==> config.mk <==
export PLATFORM = sky130hd
export DESIGN_NAME = if_fetch_unit
export DESIGN_NICKNAME = d
export VERILOG_FILES = /design/src/rtl/if_fetch_unit.sv
export SDC_FILE = /design/constraint.sdc
export NUM_CORES = 1
export LEC_CHECK = 0
export ABC_CLOCK_PERIOD_IN_PS = 3800
export CAP_MARGIN = 20
export CORE_UTILIZATION = 50
export DETAILED_ROUTE_END_ITERATION = 7
export GPL_ROUTABILITY_DRIVEN = 0
export HOLD_SLACK_MARGIN = 0.02
export PLACE_DENSITY = 0.83
export SLEW_MARGIN = 20
export SYNTH_ARGS = -nofsm -noshare
export SYNTH_HDL_FRONTEND = slang
export SYNTH_SLANG_ARGS = --single-unit
==> constraint.sdc <==
create_clock -name clk -period 3.8 [get_ports clk]
set_input_delay 0.76 -clock clk [delete_from_list [all_inputs] [get_ports clk]]
set_output_delay 0.76 -clock clk [all_outputs]
set_load 0.05 [all_outputs]
==> src/rtl/if_fetch_unit.sv <==
// if_fetch_unit: instruction-fetch stage of the RV32 core.
//
// Owns the program counter, issues one-word reads to imem (1-cycle read
// latency), and hands each fetched instruction with its PC to decode over a
// valid/ready handshake. Execute can redirect the PC; a misaligned redirect
// target or a PC outside the imem window halts fetch until reset.
//
// Ports
//   clk             core clock, rising edge
//   rst             asynchronous active-low reset
//   imem_en         imem read enable
//   imem_addr       imem byte address (holds its last value while idle)
//   imem_instr      imem read data, valid the cycle after imem_en
//   redirect_valid  branch/jump taken (single-cycle pulse)
//   redirect_pc     redirect target
//   out_valid       out_pc/out_instr carry a fetched instruction
//   out_ready       decode accepts the instruction this cycle
//   out_pc          PC of out_instr
//   out_instr       fetched instruction (0 when out_valid=0)
//   fetch_fault     sticky illegal-fetch-address flag
//   fault_pc        offending address while fetch_fault=1
//
// state | meaning
// BOOT  | first cycle after reset release; nothing issued
// RUN   | normal fetch
// HALT  | fault seen; no more issues, left only through reset

module if_fetch_unit #(
   parameter logic [31:0] RESET_PC         = 32'h0100_0000,
   parameter logic [31:0] IMEM_BASE        = 32'h0100_0000,
   parameter int unsigned IMEM_DEPTH_WORDS = 1024
) (
   input  logic        clk,
   input  logic        rst,
   output logic        imem_en,
   output logic [31:0] imem_addr,
   input  logic [31:0] imem_instr,
   input  logic        redirect_valid,
   input  logic [31:0] redirect_pc,
   output logic        out_valid,
   input  logic        out_ready,
   output logic [31:0] out_pc,
   output logic [31:0] out_instr,
   output logic        fetch_fault,
   output logic [31:0] fault_pc
);

   // One bit wider than the PC so a window ending at 2^32 still compares correctly.
   localparam logic [32:0] IMEM_LIMIT = {1'b0, IMEM_BASE} + (33'(IMEM_DEPTH_WORDS) << 2);

   typedef enum logic [1:0] {
      ST_BOOT,
      ST_RUN,
      ST_HALT
   } state_t;

   state_t      state_q, state_d;
   logic [31:0] pc_q, pc_d;
   logic [31:0] addr_q, addr_d;
   logic        out_valid_q, out_valid_d;
   logic [31:0] out_pc_q, out_pc_d;
   logic        fresh_q, fresh_d;
   logic [31:0] hold_q, hold_d;
   logic        fault_q, fault_d;
   logic [31:0] fault_pc_q, fault_pc_d;

   logic stalled;
   logic pc_legal;
   logic issue;

   always_ff @(posedge clk or negedge rst) begin
      if (!rst) begin
         state_q     <= ST_BOOT;
         pc_q        <= RESET_PC;
         addr_q      <= '0;
         out_valid_q <= 1'b0;
         out_pc_q    <= '0;
         fresh_q     <= 1'b0;
         hold_q      <= '0;
         fault_q     <= 1'b0;
         fault_pc_q  <= '0;
      end else begin
         state_q     <= state_d;
         pc_q        <= pc_d;
         addr_q      <= addr_d;
         out_valid_q <= out_valid_d;
         out_pc_q    <= out_pc_d;
         fresh_q     <= fresh_d;
         hold_q      <= hold_d;
         fault_q     <= fault_d;
         fault_pc_q  <= fault_pc_d;
      end
   end

   always_comb begin
      stalled  = out_valid_q && !out_ready;
      pc_legal = (pc_q >= IMEM_BASE) && ({1'b0, pc_q} < IMEM_LIMIT);
      issue    = (state_q == ST_RUN) && !redirect_valid && !stalled && pc_legal;

      state_d     = state_q;
      pc_d        = pc_q;
      addr_d      = addr_q;
      out_valid_d = stalled;
      out_pc_d    = out_pc_q;
      fresh_d     = fresh_q;
      hold_d      = hold_q;
      fault_d     = fault_q;
      fault_pc_d  = fault_pc_q;

      // imem returns data for one cycle only; park it before it drops to 0.
      if (stalled && fresh_q) begin
         hold_d  = imem_instr;
         fresh_d = 1'b0;
      end

      case (state_q)
         ST_BOOT: state_d = ST_RUN;
         ST_RUN: begin
            if (!redirect_valid && !pc_legal) begin
               state_d    = ST_HALT;
               fault_d    = 1'b1;
               fault_pc_d = pc_q;
            end
         end
         default: state_d = ST_HALT;
      endcase

      if (redirect_valid && (state_q != ST_HALT)) begin
         out_valid_d = 1'b0;
         if (redirect_pc[1:0] != 2'b00) begin
            state_d    = ST_HALT;
            fault_d    = 1'b1;
            fault_pc_d = redirect_pc;
         end else begin
            state_d = ST_RUN;
            pc_d    = redirect_pc;
         end
      end

      if (issue) begin
         pc_d        = pc_q + 32'd4;
         addr_d      = pc_q;
         out_valid_d = 1'b1;
         out_pc_d    = pc_q;
         fresh_d     = 1'b1;
      end
   end

   assign imem_en     = issue;
   assign imem_addr   = issue ? pc_q : addr_q;
   assign out_valid   = out_valid_q;
   assign out_pc      = out_pc_q;
   assign out_instr   = !out_valid_q ? 32'd0 : (fresh_q ? imem_instr : hold_q);
   assign fetch_fault = fault_q;
   assign fault_pc    = fault_pc_q;

endmodule

==> flow_summary.yaml <==
timing:
  fmax_ghz: 0.287
  rsz0062_at_grt: "no"
  period_needed_ps: 3490
  finalSetupViolCount: 0
  finalCritPeriodShare: 0.918
  hold_viol: 0
  drv_slew: 0
  max_slew.worst_pin.slew_ps: 976
  max-slew-margin-rel: 0.348
  finClkSkew_ps: 9.80
  tns_ps: 0
power_and_ir_drop:
  total_power_mw: 3.80
  clkPwrFrac: 0.505
  peakVddDrop_uv: 330
  p_sw_frac: 0.207
  netSwitchingPower_mw: 0.787
  leakagePower_nw: 4.62
  power_frac_comb: 0.033
  internal_power_mw: 3.02
  seqPwrFrac: 0.462
  power_density_mw_per_mm2: 373
worst_setup_path:
  cp.required_ps: 3040
  crit_arrival_ps: 2730
  cp_max_fo: 16
  r2r_slack_ps: 1230
  worstReg2RegStart: "pc_q[13]"
  worstReg2RegEnd: "pc_q[5]"
  worst_setup_path_end_kind: "output port"
  cp-start-kind: "input pin"
  crit_type: "in -> out"
  rr_worst_depth: 6
cts:
  ctsHoldBuffers: 0
  cts_root_buf: "clkbuf_16"
  clk_pin_slew_ps: 60
  cts_setup_buffers: 0
  cts_made_buffers: 17
  clock_path_buffers: 2
  clock_sinks: 165
  cts_resized: 0
  cts_tree: "built"
  htree_levels: 4
  clkLatencyLatePin_ps: 430
route:
  vias: 6040
  drtIter0Drc: 399
  antenna_left: 0
  routed_via_density: 5.68
  wl_per_cell_um: 18.0
  drc: 0
  drtPass1Iterations: 5
  drt_wl_total_um: 19200
synthesis:
  synth.area.top_cells: "dfrtp_1 (56%), nand2_1 (6.9%), mux2_2 (5.0%)"
  synth_enable_flop_cells: 0
  yosysMostFrequentCell: "dfrtp_1"
  synth_top_area_share: 0.564
  synth_common_cells: "dfrtp_1 (164), nand2_1 (133), nor2_1 (43)"
  syn_nets: 752
  yosys.area.top_type: "dfrtp_1"
  synth-main-ff-cell: "dfrtp_1"
  synth-seq-cells: 165
  synth-async-reset-ratio: 1.00
  syn_inst: 682
  ys_seq_area_frac: 0.568
  yosysUniqueCellTypes: 42
  avgSynthCellArea_um2: 10.7
  synth-warning-count: 0
  synth_area_mm2: 0.00727
global_route:
  grt_usage: 0.263
  grt-ovfl-total: 0
  grt_max_degree: 89
  antenna_found_initial: 0
  grt_pass1_vias: 6090
  grt_pass1_wl_um: 30300
placement:
  hpwl_um: 12900
  io_buffers: 198
  place_inst: 1031
  placed_area_mm2: 0.00954
final_layout:
  synthToLayoutAreaGrowth_pct: 40.2
  nNetsFinal: 940
  drive_gt1_frac: 0.172
  stdcell_count: 1063
  antenna_cells: 0
  fill_cells: 977
  postLayoutCellArea_mm2: 0.0102
worst_hold_path:
  hold_class: "in -> async"
flow_run:
  drv_cap: 0
floorplanning:
  start_util: 0.518
  dieArea_mm2: 0.0150
  chipHeight_um: 123
  die_w_um: 123
  rows: 43
  core_mm2: 0.0140
  ios: 199
run_status:
  status: "finished, final reports clean"
worst max-delay path, cell delays in order:
cell and delay (ps):
clkdlybuf4s50_1 460, nor3b_4 210, nand3_1 190, or2_2 370, inv_2 270, nand2_1 160
nand2_1 160, buf_12 150
how the worst max path moves through the flow:
stage / from / endpoint / depth (start not counted) / slack (ps)
global route: out_valid / imem_addr[10] / 7 / 90
detailed placement: redirect_valid / imem_addr[2] / 8 / 310
CTS: redirect_valid / imem_addr[2] / 8 / 310
global placement: redirect_valid / imem_addr[2] / 8 / 420
floorplan: redirect_valid / imem_addr[10] / 8 / 510
finish: redirect_valid / imem_addr[2] / 8 / 310
sequential cells by signal, summed over array words and instances, names as in the netlist:
name         count
addr_q          32
pc_q            32
state_q          2
hold_q          32
out_valid        1
fresh_q          1
out_pc          32
fetch_fault      1
fault_pc        32
routing by layer:
| metal | global-route usage | vias up | part of all wire |
|---|---|---|---|
| met1 | 0.328 | 2969 | 0.40 |
| met3 | 0.0855 | 42 | 0.082 |
| met4 | 0.105 | 0 | 0.024 |
| li1 | - | 2754 | - |
| met2 | 0.423 | 275 | 0.49 |
| met5 | 0 | - | 0 |
cell type report:
cell class / count / area [um2] / area share
clock inverter: 13 / 216 / 0.0212
tap: 180 / 225 / 0.0221
inverter: 8 / 30.0 / 0.00294
clock buffer: 19 / 443 / 0.0434
multi-input combinational: 465 / 2950 / 0.289
sequential: 165 / 4130 / 0.405
timing repair buffer: 213 / 2200 / 0.216
per-stage QoR:
step / utilization / hold slack (ps) / setup WS [ps]
after floorplan: - / 464 / 511
after global placement: 0.679 / 453 / 419
after detailed placement: 0.679 / 463 / 312
after CTS: 0.726 / 416 / 309
after global routing: 0.726 / 443 / 86.3
final: 0.726 / 377 / 311
power by group through the flow:
stage / combinational, mW / sequential, mW / clock [mW]
global placement: 0.125 / 1.79 / 0
detailed placement: 0.128 / 1.79 / 0
CTS: 0.128 / 1.76 / 1.95
global route: 0.138 / 1.75 / 2.03
finish: 0.126 / 1.76 / 1.92
floorplan: 0.00474 / 1.79 / 0
layout by cell type, fill, tap and decap left out, types with 2 or more instances in the layout:
| cell | Yosys | layout |
|---|---|---|
| nor2b_1 | 34 | 34 |
| bufinv_16 | 0 | 5 |
| o22ai_1 | 25 | 25 |
| nand2b_1 | 5 | 5 |
| buf_12 | 0 | 15 |
| nand4_1 | 4 | 4 |
| clkbuf_16 | 0 | 17 |
| ha_1 | 2 | 2 |
| a32oi_1 | 3 | 3 |
| xnor2_1 | 3 | 3 |
| and2_1 | 40 | 40 |
| a221oi_1 | 5 | 5 |
| nor3_1 | 2 | 2 |
| o211ai_1 | 4 | 4 |
| o221a_2 | 26 | 26 |
| mux2_2 | 32 | 32 |
| nor4_2 | 4 | 4 |
| or4_1 | 2 | 2 |
| a21oi_1 | 29 | 29 |
| or2_2 | 1 | 2 |
| mux2i_1 | 32 | 32 |
| o21ai_0 | 8 | 8 |
| and4_1 | 2 | 2 |
| buf_4 | 0 | 33 |
| nand2_1 | 133 | 133 |
| clkinvlp_4 | 0 | 3 |
| nor2_2 | 0 | 2 |
| clkdlybuf4s50_1 | 0 | 164 |
| inv_6 | 0 | 4 |
| inv_1 | 7 | 7 |
| nand3_1 | 10 | 10 |
| dfrtp_1 | 164 | 163 |
| nor2_1 | 43 | 41 |
| o311ai_0 | 5 | 5 |
kinds of logic after synthesis:
| group | Yosys count | synth area share |
|---|---|---|
| adders and majority gates | 3 | 0.00482 |
| muxes | 64 | 0.0936 |
| xor gates and xnor gates | 3 | 0.00361 |
| DFF | 165 | 0.568 |
| and+or+nand+nor | 287 | 0.192 |
| AOI/OAI and AO/OA | 108 | 0.111 |
| buffers and inverters | 52 | 0.0272 |
(Power assumes the default switching activity.)
